## config.mk

```make
export PLATFORM = sky130hd
export DESIGN_NAME = mem_request_sequencer
export DESIGN_NICKNAME = d
export VERILOG_FILES = /design/src/rtl/mem_request_sequencer.sv
export SDC_FILE = /design/constraint.sdc
export NUM_CORES = 1
export LEC_CHECK = 0
export BUFFER_PORTS_ARGS = -buffer_cell sky130_fd_sc_hd__buf_2
export CAP_MARGIN = 40
export CORE_MARGIN = 4
export CORE_UTILIZATION = 45
export DETAILED_ROUTE_END_ITERATION = 10
export GPL_TIMING_DRIVEN = 0
export PLACE_DENSITY = 0.7
export SLEW_MARGIN = 0
export SYNTH_ARGS = -nofsm -noshare
export SYNTH_HDL_FRONTEND = slang
export SYNTH_SLANG_ARGS = --single-unit
```

## constraint.sdc

```tcl
create_clock -name clk -period 3.3 [get_ports clk]
set_clock_uncertainty 0.2 [all_clocks]
set_input_delay 0.33 -clock clk [delete_from_list [all_inputs] [get_ports clk]]
set_output_delay 0.33 -clock clk [all_outputs]
set_load 0.01 [all_outputs]
```

## src/rtl/mem_request_sequencer.sv

```systemverilog
// mem_request_sequencer
//
// Request front-end placed directly upstream of memoryModule. Load/store
// requests from the datapath are buffered in a 2-entry FIFO and issued to
// memoryModule one at a time. Each response (read data, write acknowledge or
// timeout error) is handed back on a response port.
//
// Handshake rule for both the req* and rsp* ports: a transfer happens on a
// rising clk edge where valid and ready are both high. The producer keeps
// valid and its payload stable until that edge. Ready is never a function of
// valid on the same port.
//
// Ports:
//   clk, clr              clock; asynchronous active-low reset
//   reqValid/reqReady     request handshake (reqReady = FIFO has room)
//   reqWrite/reqIndirect  request kind: store/load, indirect addressing
//   reqAddr/reqData       request address and store data
//   memCntrl              to memoryModule cntrl: 00 idle, 01 read, 10 write
//   memIndirect/memAddr   to memoryModule isIndirect / addr
//   memDataIn             to memoryModule dataIn
//   memDataOut            from memoryModule dataOut
//   memDataReady          from memoryModule dataReady
//   rspValid/rspReady     response handshake
//   rspData               read data (0 for stores and errors)
//   rspWrite/rspErr       response belongs to a store / memory timed out
//   busy                  transaction in flight or requests queued
//   dbgState              current FSM state (0 IDLE, 1 BUSY, 2 RESP)
module mem_request_sequencer #(
    parameter int ramWidth      = 16,
    parameter int addrSize      = 8,
    parameter int timeoutCycles = 64
) (
    input  logic                clk,
    input  logic                clr,
    input  logic                reqValid,
    output logic                reqReady,
    input  logic                reqWrite,
    input  logic                reqIndirect,
    input  logic [addrSize-1:0] reqAddr,
    input  logic [ramWidth-1:0] reqData,
    output logic [1:0]          memCntrl,
    output logic                memIndirect,
    output logic [addrSize-1:0] memAddr,
    output logic [ramWidth-1:0] memDataIn,
    input  logic [ramWidth-1:0] memDataOut,
    input  logic                memDataReady,
    output logic                rspValid,
    input  logic                rspReady,
    output logic [ramWidth-1:0] rspData,
    output logic                rspWrite,
    output logic                rspErr,
    output logic                busy,
    output logic [1:0]          dbgState
);

    typedef enum logic [1:0] {
        IDLE = 2'd0,
        BUSY = 2'd1,
        RESP = 2'd2
    } stateT;

    localparam int entryW   = 2 + addrSize + ramWidth;
    localparam int cntWidth = $clog2(timeoutCycles);

    // FIFO entry layout: {write, indirect, addr, data}
    logic [entryW-1:0]   fifoMem [2];
    logic                wrPtr;
    logic                rdPtr;
    logic [1:0]          count;
    logic                push;
    logic                pop;
    logic [entryW-1:0]   head;

    stateT               state;
    logic                cmdWrite;
    logic [cntWidth-1:0] timeoutCnt;

    // Ready looks only at the registered count: a full FIFO refuses a push
    // even on the edge where the head is being popped.
    assign reqReady = (count != 2'd2);
    assign push     = reqValid && reqReady;
    // A dataReady still high from the previous transaction must not be taken
    // as the answer to the next one, so issue waits for it to drop.
    assign pop      = (state == IDLE) && (count != 2'd0) && !memDataReady;
    assign head     = fifoMem[rdPtr];
    assign busy     = (state != IDLE) || (count != 2'd0);
    assign dbgState = state;

    // Storage needs no reset: entries are only read when count says valid.
    always_ff @(posedge clk) begin
        if (push) begin
            fifoMem[wrPtr] <= {reqWrite, reqIndirect, reqAddr, reqData};
        end
    end

    always_ff @(posedge clk or negedge clr) begin
        if (!clr) begin
            wrPtr       <= 1'b0;
            rdPtr       <= 1'b0;
            count       <= 2'd0;
            state       <= IDLE;
            cmdWrite    <= 1'b0;
            timeoutCnt  <= '0;
            memCntrl    <= 2'b00;
            memIndirect <= 1'b0;
            memAddr     <= '0;
            memDataIn   <= '0;
            rspValid    <= 1'b0;
            rspData     <= '0;
            rspWrite    <= 1'b0;
            rspErr      <= 1'b0;
        end else begin
            if (push) begin
                wrPtr <= ~wrPtr;
            end
            if (pop) begin
                rdPtr <= ~rdPtr;
            end
            case ({push, pop})
                2'b10:   count <= count + 2'd1;
                2'b01:   count <= count - 2'd1;
                default: count <= count;
            endcase

            case (state)
                IDLE: begin
                    if (pop) begin
                        cmdWrite    <= head[entryW-1];
                        memIndirect <= head[entryW-2];
                        memAddr     <= head[ramWidth +: addrSize];
                        memDataIn   <= head[ramWidth-1:0];
                        memCntrl    <= head[entryW-1] ? 2'b10 : 2'b01;
                        timeoutCnt  <= '0;
                        state       <= BUSY;
                    end
                end

                BUSY: begin
                    if (memDataReady) begin
                        rspData  <= cmdWrite ? '0 : memDataOut;
                        rspWrite <= cmdWrite;
                        rspErr   <= 1'b0;
                        rspValid <= 1'b1;
                        memCntrl <= 2'b00;
                        state    <= RESP;
                    end else if (timeoutCnt == cntWidth'(timeoutCycles - 1)) begin
                        rspData  <= '0;
                        rspWrite <= cmdWrite;
                        rspErr   <= 1'b1;
                        rspValid <= 1'b1;
                        memCntrl <= 2'b00;
                        state    <= RESP;
                    end else begin
                        timeoutCnt <= timeoutCnt + cntWidth'(1);
                    end
                end

                RESP: begin
                    memCntrl <= 2'b00;
                    if (rspReady) begin
                        rspValid <= 1'b0;
                        rspErr   <= 1'b0;
                        state    <= IDLE;
                    end
                end

                default: begin
                    memCntrl <= 2'b00;
                    state    <= IDLE;
                end
            endcase
        end
    end

endmodule

```

==> flow_metrics.tcl <==
set metrics [dict create \
    setup-tns-final_ps 0 \
    layout.nets 489 \
    port_buffers 95 \
    yosys.area.top_type "edfxtp_1" \
    ant_nets 0 \
    finalCriticalPeriod_ps 2340 \
    async_flop_share_pct 53.2 \
    n_antenna_cell 0 \
    pre_cts_ws_ps 1120 \
    timing.hold.ws_ps 15.2 \
    drive_above_1_share_pct 28.5 \
    maxCapViolCount 0 \
    multi_input_comb_area_sq_um 1030 \
    via_per_inst 5.01 \
    grt_antenna_before_repair 0 \
    synth_seq_area_share_pct 73.1 \
    p_per_area_nw_per_um2 784 \
    cts_tree "yes" \
    drtIter0Drc 80 \
    die_w_um 104 \
    setup_viol 0 \
    cp_max_fo 10 \
    finalCritPeriodShare_pct 70.9 \
    numCtsBuffers 9 \
    clockBufferDepth 2 \
    grt_pass1_wl_um 14400 \
    synth-main-ff-cell "dfrtp_1" \
    fin_ws_ps 960 \
    fillers 702 \
    hpwl_um 5820 \
    area_growth_pct 31.4 \
    wire_per_inst_um 15.4 \
    final-seq-area_sq_um 3040 \
    grt_setup_unrepaired "no" \
    grtUsageTotal_pct 16.7 \
    cp.arrival_ps 2430 \
    placed_cell_area_sq_um 4820 \
    drv_slew 0 \
    postCtsHoldBufs 43 \
    cp.required_ps 3390 \
    cp-end-kind "flop" \
    cts_root_buffer "clkbuf_8" \
    synth_edf_count 52 \
    start_util_pct 46.9 \
    met1_length_um 3680 \
    vias 2769 \
    status "finished clean" \
    route.met2.wl_um 4210 \
    synth.distinct_cells 36 \
    max_slew_margin_pct 51.7 \
    power_mw 4.28 \
    ys_top_cells_by_area "edfxtp_1, dfrtp_1, mux2i_1" \
    clk_latency_ps 360 \
    cts_setup_buffers 0 \
    ir_drop_mv 0.375 \
    p_leak_nw 2.48 \
    rows 34 \
    ctsHtreeMaxLevel 3 \
    clock.fmax_mhz 427 \
    syn_nets 336 \
    critPathKind "in -> reg" \
    drcViolationCount 0 \
    cts_resized 0 \
    synth_top_area_share_pct 37.6 \
    die_h_um 104 \
    grt_start_max_net_pins 37 \
    routed_wl_um 8540 \
    wl_met3_um 591 \
    path_clk_slew_ps 100 \
    synth-warning-count 0 \
    tightest_slew_ps 724 \
    synth.avg_cell_area_sq_um 14.5 \
    synthCells 287 \
    final_area_sq_um 5460 \
    die_area_sq_um 10800 \
    synth_seq_cells 111 \
    grt_pass1_vias 2955 \
    syn_area_sq_um 4150 \
    clkSinkCount 111 \
    start_kind "primary input" \
    io_pins 97 \
    hold_violations 0 \
    top_layer_used "met4" \
    hold_path.class "in -> reg" \
    grt_overflow 0 \
    core_sq_um 8850 \
    gp_congestion 0.773 \
    dr.pass1.iters 4 \
]
-- cell type report --
cell class / instances / share of cell area, %
inverter: 4 / 0.275
tap: 108 / 2.48
clock buffer: 9 / 2.27
multi-input combinational: 159 / 18.9
clock inverter: 7 / 1.40
buffer: 13 / 1.31
sequential: 111 / 55.7
timing repair buffer: 142 / 17.7
-- registers in the layout (all words and copies together), names as in the netlist --
| signal | cells |
|---|---|
| rdPtr | 1 |
| rspData | 16 |
| memCntrl | 2 |
| rspValid | 1 |
| fifoMem | 52 |
| dbgState | 2 |
| rspErr | 1 |
| rspWrite | 1 |
| timeoutCnt | 6 |
| wrPtr | 1 |
| cmdWrite | 1 |
| memIndirect | 1 |
| memAddr | 8 |
| count | 2 |
| memDataIn | 16 |
-- worst paths after layout --
kind                               startpoint  depth (start not counted)  slack, ps             to
worst max-delay path             memDataReady                          8        960       count[1]
worst min-delay path            memDataOut[2]                          2         20     rspData[2]
worst max register to register    dbgState[0]                          7       1110       count[1]
worst min register to register     memAddr[4]                          2        280     memAddr[4]
max in group asynchronous                 clr                          3       2010  timeoutCnt[3]
min in group asynchronous                 clr                          2        300  memDataIn[12]
-- layout by cell type, fill, tap and decap left out, types with 2 or more instances in the layout --
master	instances
xnor2_1	4
mux2i_1	26
buf_2	101
a31o_2	2
nand2_1	33
a22o_1	16
clkinv_8	2
and3_1	5
dfrtp_1	59
o21ai_0	32
a21oi_1	4
inv_1	4
ha_1	2
edfxtp_1	52
buf_8	2
inv_8	2
clkbuf_1	4
dlygate4sd3_1	44
nand2b_1	3
buf_6	2
nand3_1	4
clkbuf_8	9
nor2_1	10
-- worst max-delay path, cell delays in order --
cell,delay (ps)
dlygate4sd3_1,550
buf_6,140
or4_4,540
buf_6,160
inv_1,130
ha_1,280
nor2_1,140
xor2_1,150
-- cell families (layout without fill, tap and decap cells) --
| family | after synthesis | in the layout | share of synthesized area, % |
|---|---|---|---|
| AND/OR/NAND/NOR | 61 | 61 | 6.54 |
| buffers and inverters | 17 | 175 | 2.08 |
| adder cells (fa/ha/maj) | 2 | 2 | 0.602 |
| XOR/XNOR | 5 | 5 | 1.05 |
| flip-flops | 111 | 111 | 73.1 |
| multiplexers | 27 | 27 | 6.54 |
| AO/OA/AOI/OAI | 64 | 64 | 10.1 |
-- routing by layer --
| metal | vias to the layer above | track usage (%) |
|---|---|---|
| met5 | - | 0 |
| met4 | 0 | 4.08 |
| met3 | 6 | 6.21 |
| met2 | 79 | 27.9 |
| met1 | 1331 | 20.6 |
| li1 | 1353 | - |
-- where the power goes --
part | switching, mW | internal [mW] | leakage, nW | total, mW
Combinational | 0.771 | 0.605 | 1.15 | 1.38
Sequential | 0.211 | 1.90 | 1.23 | 2.11
Clock | 0.488 | 0.300 | 0.101 | 0.787
Total | 1.47 | 2.81 | 2.48 | 4.28
-- stage by stage --
step                std cells  util [%]
floorplan                 287         -
global placement          490      53.8
finish                    553      61.7
global route              553      61.7
detailed placement        493      54.4
CTS                       552      61.6
-- synth_stat cells, drive strengths merged, types with 2 or more instances --
master,instances
dfrtp,59
edfxtp,52
nand2,33
o21ai,33
mux2i,26
a22o,16
nor2,11
buf,9
and3,5
a21oi,4
clkbuf,4
inv,4
nand3,4
xnor2,4
nand2b,3
a31o,2
ha,2
(Power assumes the default switching activity.)
